<file path="config.mk">
export PLATFORM = sky130hd
export DESIGN_NAME = pwm_breath_seq
export DESIGN_NICKNAME = d
export VERILOG_FILES = /design/src/rtl/pwm_breath_seq.sv
export SDC_FILE = /design/constraint.sdc
export NUM_CORES = 1
export LEC_CHECK = 0
export BUFFER_PORTS_ARGS = -buffer_cell sky130_fd_sc_hd__buf_2
export CAP_MARGIN = 20
export CORE_MARGIN = 4
export CORE_UTILIZATION = 42
export CTS_BUF_LIST = sky130_fd_sc_hd__clkbuf_4
export DETAILED_ROUTE_END_ITERATION = 8
export PLACE_DENSITY_LB_ADDON = 0.2
export SKIP_CTS_REPAIR_TIMING = 1
export SKIP_LAST_GASP = 1
export SYNTH_ARGS = -nofsm -noshare
export SYNTH_HDL_FRONTEND = slang
export SYNTH_SLANG_ARGS = --single-unit
</file>
<file path="constraint.sdc">
create_clock -name clk -period 6.45 [get_ports clk]
set_input_delay 0.3225 -clock clk [delete_from_list [all_inputs] [get_ports clk]]
set_output_delay 0.3225 -clock clk [all_outputs]
set_load 0.005 [all_outputs]
</file>
<file path="src/rtl/pwm_breath_seq.sv">
// Breathing-LED sequencer: a free-running period counter drives a PWM compare,
// and an FSM ramps the duty word up and down once per period.
// Build option: PWM_BREATH_REG_OUT_EN registers the pwm pin (one clk of added latency).
module pwm_breath_seq #(
    parameter logic [15:0] PERIOD       = 16'd25000,
    parameter logic [15:0] STEP         = 16'd250,
    parameter logic [15:0] HOLD_PERIODS = 16'd50
) (
    input  logic        clk,
    input  logic        rst,
    input  logic        start,
    input  logic        stop,
    output logic        pwm,
    output logic [15:0] duty,
    output logic        busy,
    output logic        cycle_done
);

    localparam int unsigned DW = 16;
    localparam int unsigned SW = DW + 1;

    localparam logic [2:0] ST_IDLE      = 3'd0;
    localparam logic [2:0] ST_RAMP_UP   = 3'd1;
    localparam logic [2:0] ST_HOLD_HI   = 3'd2;
    localparam logic [2:0] ST_RAMP_DOWN = 3'd3;
    localparam logic [2:0] ST_HOLD_LO   = 3'd4;

    logic [2:0]    state_q, state_d;
    logic [DW-1:0] cnt_q, cnt_d;
    logic [DW-1:0] duty_q, duty_d;
    logic [DW-1:0] hold_cnt_q, hold_cnt_d;
    logic          stop_pend_q, stop_pend_d;
    logic          busy_q, busy_d;
    logic          cycle_done_c;

    logic          period_end;
    logic          hold_last;
    logic [SW-1:0] sum_up;
    logic [DW-1:0] duty_up;
    logic [DW-1:0] duty_dn;

    // Period boundary, hold exit and saturating duty arithmetic.
    always_comb begin
        period_end = (cnt_q == PERIOD - DW'(1));
        if (HOLD_PERIODS == DW'(0)) begin
            hold_last = 1'b1;
        end else begin
            hold_last = period_end && (hold_cnt_q == HOLD_PERIODS - DW'(1));
        end
        sum_up  = SW'(duty_q) + SW'(STEP);
        duty_up = (sum_up >= SW'(PERIOD)) ? PERIOD : sum_up[DW-1:0];
        duty_dn = (duty_q > STEP) ? (duty_q - STEP) : DW'(0);
    end

    // Next-state logic; duty and state both change on the period_end edge.
    always_comb begin
        state_d      = state_q;
        cnt_d        = cnt_q;
        duty_d       = duty_q;
        hold_cnt_d   = hold_cnt_q;
        stop_pend_d  = stop_pend_q;
        cycle_done_c = 1'b0;

        if (state_q != ST_IDLE) begin
            cnt_d = period_end ? DW'(0) : (cnt_q + DW'(1));
            if (stop) begin
                stop_pend_d = 1'b1;
            end
        end

        case (state_q)
            ST_IDLE: begin
                cnt_d      = DW'(0);
                duty_d     = DW'(0);
                hold_cnt_d = DW'(0);
                if (start) begin
                    state_d     = ST_RAMP_UP;
                    stop_pend_d = stop;
                end
            end
            ST_RAMP_UP: begin
                if (period_end) begin
                    duty_d = duty_up;
                    if (duty_up == PERIOD) begin
                        state_d    = ST_HOLD_HI;
                        hold_cnt_d = DW'(0);
                    end
                end
            end
            ST_HOLD_HI: begin
                if (hold_last) begin
                    state_d    = ST_RAMP_DOWN;
                    hold_cnt_d = DW'(0);
                end else if (period_end) begin
                    hold_cnt_d = hold_cnt_q + DW'(1);
                end
            end
            ST_RAMP_DOWN: begin
                if (period_end) begin
                    duty_d = duty_dn;
                    if (duty_dn == DW'(0)) begin
                        state_d    = ST_HOLD_LO;
                        hold_cnt_d = DW'(0);
                    end
                end
            end
            ST_HOLD_LO: begin
                if (hold_last) begin
                    cycle_done_c = 1'b1;
                    hold_cnt_d   = DW'(0);
                    if (stop_pend_q) begin
                        state_d     = ST_IDLE;
                        stop_pend_d = 1'b0;
                        cnt_d       = DW'(0);
                        duty_d      = DW'(0);
                    end else begin
                        state_d = ST_RAMP_UP;
                    end
                end else if (period_end) begin
                    hold_cnt_d = hold_cnt_q + DW'(1);
                end
            end
            default: begin
                state_d     = ST_IDLE;
                cnt_d       = DW'(0);
                duty_d      = DW'(0);
                hold_cnt_d  = DW'(0);
                stop_pend_d = 1'b0;
            end
        endcase

        busy_d = (state_d != ST_IDLE);
    end

    always_ff @(posedge clk or posedge rst) begin
        if (rst) begin
            state_q     <= ST_IDLE;
            cnt_q       <= '0;
            duty_q      <= '0;
            hold_cnt_q  <= '0;
            stop_pend_q <= 1'b0;
            busy_q      <= 1'b0;
        end else begin
            state_q     <= state_d;
            cnt_q       <= cnt_d;
            duty_q      <= duty_d;
            hold_cnt_q  <= hold_cnt_d;
            stop_pend_q <= stop_pend_d;
            busy_q      <= busy_d;
        end
    end

`ifdef PWM_BREATH_REG_OUT_EN
    logic pwm_q, pwm_d;

    always_comb begin
        pwm_d = (cnt_q < duty_q);
    end

    always_ff @(posedge clk or posedge rst) begin
        if (rst) begin
            pwm_q <= 1'b0;
        end else begin
            pwm_q <= pwm_d;
        end
    end

    assign pwm = pwm_q;
`else
    // Compare straight off the counter/duty flops; reset clears both, so pwm falls with rst.
    assign pwm = (cnt_q < duty_q);
`endif

    assign duty       = duty_q;
    assign busy       = busy_q;
    assign cycle_done = cycle_done_c;

endmodule

</file>
==> results of run 1 <==
state kept, by name, indices dropped and copies added (netlist names):
signal,count
busy,1
cnt_q,16
duty,16
stop_pend_q,1
state_q,3
hold_cnt_q,16
through the flow:
stage / hold WS (ps) / power [uW] / cell area [um2] / cells / setup slack (ps)
after floorplan: 437.9 / 344.3 / 4177 / 499 / 3787
after global placement: 465.9 / 348.3 / 4345 / 632 / 3183
after detailed placement: 480.7 / 348.6 / 4345 / 632 / 3082
after CTS: 107.9 / 529.8 / 4412 / 640 / 3043
after global routing: 114.7 / 545.6 / 4412 / 640 / 2809
final: 94.74 / 521.3 / 4412 / 640 / 3028
worst max-delay path by stage:
stage | startpoint | end | slack, ps | cells past startpoint
global route | duty[1]$_DFFE_PP0P_ | hold_cnt_q[2]$_DFFE_PP0P_ | 2810 | 8
global placement | duty[1]$_DFFE_PP0P_ | hold_cnt_q[1]$_DFFE_PP0P_ | 3180 | 8
detailed placement | duty[1]$_DFFE_PP0P_ | hold_cnt_q[1]$_DFFE_PP0P_ | 3080 | 8
floorplan | duty[1]$_DFFE_PP0P_ | hold_cnt_q[13]$_DFFE_PP0P_ | 3790 | 9
finish | duty[1]$_DFFE_PP0P_ | hold_cnt_q[1]$_DFFE_PP0P_ | 3030 | 8
CTS | duty[1]$_DFFE_PP0P_ | hold_cnt_q[2]$_DFFE_PP0P_ | 3040 | 8
layer usage:
metal | wire, um | part of all wire | vias to the layer above | GRT usage
li1 | - | - | 1882 | -
met1 | 5383 | 0.47 | 1879 | 0.2947
met2 | 5046 | 0.44 | 112 | 0.2988
met3 | 639 | 0.056 | 30 | 0.02340
met4 | 416 | 0.036 | 0 | 0.09017
met5 | 0 | 0 | - | 0
cells in the final DEF, fill, tap and decap left out, types with 6 or more instances in the layout:
cell	instances
dfrtp_1	53
nand2_1	46
nor2_1	38
o21ai_0	33
a21oi_1	30
nand3_1	28
buf_2	22
ha_1	21
inv_1	17
nor3_1	15
xnor2_1	15
a21o_1	13
and3_1	12
nand2b_1	10
o22ai_1	9
xor2_1	9
a31oi_1	9
or3_1	8
and4_1	7
o31ai_1	7
and2_1	6
worst max-delay path: cells and delay by family (launching register included):
kind,cells,cell delay [ps]
DFF,1,590
adders and majority gates,1,360
muxes,1,180
AOI/OAI and AO/OA,5,1720
and+or+nand+nor,1,460
cells by family (layout without fill, tap and decap cells):
family / after synthesis / in the layout / share of synthesized area
simple gates: 201 / 201 / 0.2546
compound gates: 153 / 153 / 0.2582
flops: 53 / 53 / 0.3176
buf+inv: 43 / 51 / 0.04643
xor+xnor: 24 / 24 / 0.05033
fa+ha+maj: 21 / 21 / 0.06291
mux: 4 / 4 / 0.009886
area by class of cell:
cell class                 instances  area share
tap                              133     0.03772
clock buffer                       5    0.008508
multi-input combinational        403      0.6021
clock inverter                     3    0.006523
timing repair buffer              24     0.02836
sequential                        53      0.3006
inverter                          19     0.01617
power groups by stage:
stage               sequential [uW]  combinational (uW)  clock [uW]
finish                          333                9.34         179
global route                    333                11.0         202
CTS                             333                9.98         187
detailed placement              339                9.99           0
global placement                339                9.72           0
floorplan                       339                5.74           0
==> reports/results.tsv, run 1 <==
metric	value	unit
CTS tree	done	
Row Count	36	
worst hold path type	primary input to asynchronous set/reset pin	
drt first-iter violations	182	
Final HPWL DP	8245	um
Tmin final	3422	ps
worst reg-to-reg path cell count	8	
Hold Vio Cnt, Final	0	
Setup-failing EPs final	0	
max incr delay on CP	710	ps
CTS buffer count	5	
Setup CP Type	flop to flop	
synthesized net count	524	
die height	107.7	um
final-report max-slew violation count	0	
setup TNS	0	ps
DRT antenna net count	0	
post-synthesis cell count	499	
drt wl/cell	17.95	um
flop-to-flop setup slack	3030	ps
CTS H-Tree Depth	2	
MaxCap Viol Count	0	
first-pass GRT wire length	18710	um
RR Endpoint	hold_cnt_q[1]$_DFFE_PP0P_	
Clock Tree Root	clkbuf_4	
Longest Clk Path Bufs	2	
CP required	6730	ps
synthesized area per cell	8.370	um2
GRT Overall Usage	0.2022	
switch share	0.2669	
total die area	11600	um2
Worst VDD drop	0.07962	mV
clk slew on worst S/H paths	200	ps
Initial Util	0.4293	
core area	9729	um2
crit share post-route	0.5305	
Vias/cell	6.098	
number of enable flip-flop cells after synthesis	0	
largest net degree at the start of global routing	54	
Yosys reg bits	53	
P per Cell Area	118.2	nW/um2
status	completed	
part of the power in registers	0.638	
Worst Skew	22.14	ps
worst skew pair latency	400	ps
area leader, netlist	dfrtp_1	
vias in the first global route	3595	
proportion of layout cells with a drive suffix above 1	0.09862	
GR Overflow Total	0	
largest cells by area after synthesis	dfrtp_1, ha_1, nand2_1	
number of fill cells	992	
crit end category	flop	
RSZ-0062 raised after global routing	false	
relative slew slack	0.3019	
Pleak	0.001941	uW
Most used DFF post-synth	dfrtp_1	
NetSw	139.1	uW
post-route core utilization	0.4534	
Initial DRT Pass Iterations	5	
Max Clock Freq	0.2923	GHz
FF+latch area	1326	um2
Ports	23	
Worst Setup Start Kind	flop	
Crit Path Max Fanout	17	
Slew @ Worst Pin	1047	ps
Vias	3903	
Synth Warn #	0	
post-synth top area share	0.3176	
# diodes	0	
area of the multi-input gates	2656	um2
most frequent cell after synthesis	dfrtp_1	
Die X	107.7	um
initial antenna violation count	0	
Synth-to-Final Area Change	5.632	%
final weighted congestion of routability-driven global placement	0.9386	
Remaining DRCs	0	
Seq/Total Area, Yosys	0.3176	
R2R Path Start	duty[1]$_DFFE_PP0P_	
crit-path cells	ha_1, or3_1, o32a_1, o22ai_1, o311ai_4, a211oi_4, a211oi_2, mux2i_1	
clock share of power	0.344	
Yosys cell types	70	
Crit path arrival time	3700	ps
combinational share of power	0.018	
drt total wl	11490	um
total clock sinks	53	
IO buf count	22	
nets	531	
synthesized cell area	4177	um2
slowest CP cell	a211oi_4	
top cells by count, synth	dfrtp_1, nand2_1, nor2_1	
Internal	382.1	uW
fraction of registers with async set/reset	1.000	
Power figures use the tool's default switching activity.
==> run 2: changes to the inputs <==
Clock period 6.45 ns to 2.9 ns, I/O delays scaled along.
==> reports/results.tsv, run 2 (synthesized netlist as in run 1, its figures left out) <==
metric	value	unit	change
Crit path arrival time	3110	ps	-590 ps
part of the power in registers	0.604		-0.034
Clock Tree Root	clkbuf_4		
GRT Overall Usage	0.2167		+0.01445
# diodes	0		unchanged
worst skew pair latency	390	ps	about the same
total clock sinks	53		unchanged
Row Count	36		unchanged
area of the multi-input gates	2683	um2	+0.99%
die height	107.7	um	unchanged
Vias/cell	5.975		-2.0%
Synth-to-Final Area Change	14.44	%	
P per Cell Area	256.1	nW/um2	+120%
Setup CP Type	flop to flop		
Hold Slack	30.92	ps	-63.82 ps
final weighted congestion of routability-driven global placement	0.9035		-3.7%
drt total wl	12110	um	+5.5%
CP required	3200	ps	-3530 ps
Tmin final	2809	ps	-612.1 ps
clock share of power	0.377		+0.033
first-pass GRT wire length	20030	um	+7.0%
drt wl/cell	17.79	um	-0.90%
drt first-iter violations	252		+38%
status	completed		
CTS tree	done		
IO buf count	22		unchanged
Worst VDD drop	0.1473	mV	+85%
largest net degree at the start of global routing	28		-48%
vias in the first global route	3876		+7.8%
Initial DRT Pass Iterations	5		unchanged
Vias	4069		+4.3%
crit-path cells	or3_1, o211ai_2, mux2_2, o311ai_4, a211oi_4, a211o_4, a221o_1		
Die X	107.7	um	unchanged
FF+latch area	1326	um2	unchanged
Ports	23		unchanged
core area	9729	um2	unchanged
crit end category	flop		
nets	572		+7.7%
Hold Vio Cnt, Final	0		unchanged
Slew @ Worst Pin	652.1	ps	-395.1 ps
Remaining DRCs	0		unchanged
number of fill cells	984		-0.81%
DRT antenna net count	0		unchanged
Max Clock Freq	0.3559	GHz	+22%
total die area	11600	um2	unchanged
combinational share of power	0.019		about the same
NetSw	290.8	uW	+110%
overall power	1224	uW	+130%
Initial Util	0.4293		unchanged
Longest Clk Path Bufs	2		unchanged
Final HPWL DP	9127	um	+11%
most frequent cells in the layout	dfrtp_1, nand2_1, buf_4		
slowest CP cell	or3_1		
max incr delay on CP	540	ps	-170 ps
CTS buffer count	5		unchanged
worst hold path type	primary input to flop		
Pleak	0.002167	uW	+12%
crit share post-route	0.9688		+0.4383
switch share	0.2376		-0.02931
Worst Setup Start Kind	flop		
initial antenna violation count	0		unchanged
clk slew on worst S/H paths	170	ps	-30 ps
MaxCap Viol Count	0		unchanged
setup TNS	0	ps	unchanged
relative slew slack	0.5647		+0.2628
proportion of layout cells with a drive suffix above 1	0.1715		+0.07291
CTS H-Tree Depth	2		unchanged
Crit Path Max Fanout	8		-9
Worst Skew	7.935	ps	-14.20 ps
commonest non-fill, non-tap cell in the layout	dfrtp_1		
Setup-failing EPs final	0		unchanged
final-report max-slew violation count	0		unchanged
Internal	933.3	uW	+140%
GR Overflow Total	0		unchanged
-- run 2: critical path, delay by kind of cell (launching register included) --
kind,cells,cell delay (ps)
AOI/OAI and AO/OA,5,1280
DFF,1,490
muxes,1,410
and+or+nand+nor,1,540
-- run 2: layout make-up --
class	count	share of cell area
Clock inverter	3	0.009948
Timing Repair Buffer	65	0.09372
Clock buffer	5	0.007853
Multi-Input combinational cell	403	0.5613
Tap cell	133	0.03482
Inverter	19	0.01492
Sequential cell	53	0.2775
-- run 2: power groups by stage --
stage	sequential, uW	clock, uW	combinational, uW
floorplan	753	0	12.8
global placement	753	0	22.8
detailed placement	753	0	23.9
CTS	740	478	23.9
global route	740	502	27.9
finish	740	461	23.6
-- run 2: stage by stage --
step                instance area [um2]    util  cells  setup slack [ps]
floorplan                          4177       -    499             237.5
global placement                   4651  0.4780    671             10.73
detailed placement                 4651  0.4780    671            -78.94
CTS                                4736  0.4868    679            -123.3
global route                       4780  0.4913    681            -4.717
finish                             4780  0.4913    681             90.59
-- run 2: worst paths after layout --
path	startpoint	to	slack (ps)	depth (start not counted)
worst max register to register	duty[5]$_DFFE_PP0P_	hold_cnt_q[13]$_DFFE_PP0P_	90	7
worst min-delay path	stop	stop_pend_q$_DFF_PP0_	30	3
worst min register to register	cnt_q[0]$_DFF_PP0_	cnt_q[0]$_DFF_PP0_	500	1
worst max-delay path	duty[5]$_DFFE_PP0P_	hold_cnt_q[13]$_DFFE_PP0P_	90	7
min in group asynchronous	rst	hold_cnt_q[7]$_DFFE_PP0P_	370	3
max in group asynchronous	rst	duty[8]$_DFFE_PP0P_	1860	4
-- run 2: metal layers --
| layer | global-route usage | up-vias | share of wire |
|---|---|---|---|
| met2 | 0.3552 | 103 | 0.49 |
| met1 | 0.2984 | 1984 | 0.44 |
| met3 | 0.02879 | 23 | 0.048 |
| met4 | 0.06222 | 0 | 0.022 |
| met5 | 0 | - | 0 |
| li1 | - | 1959 | - |
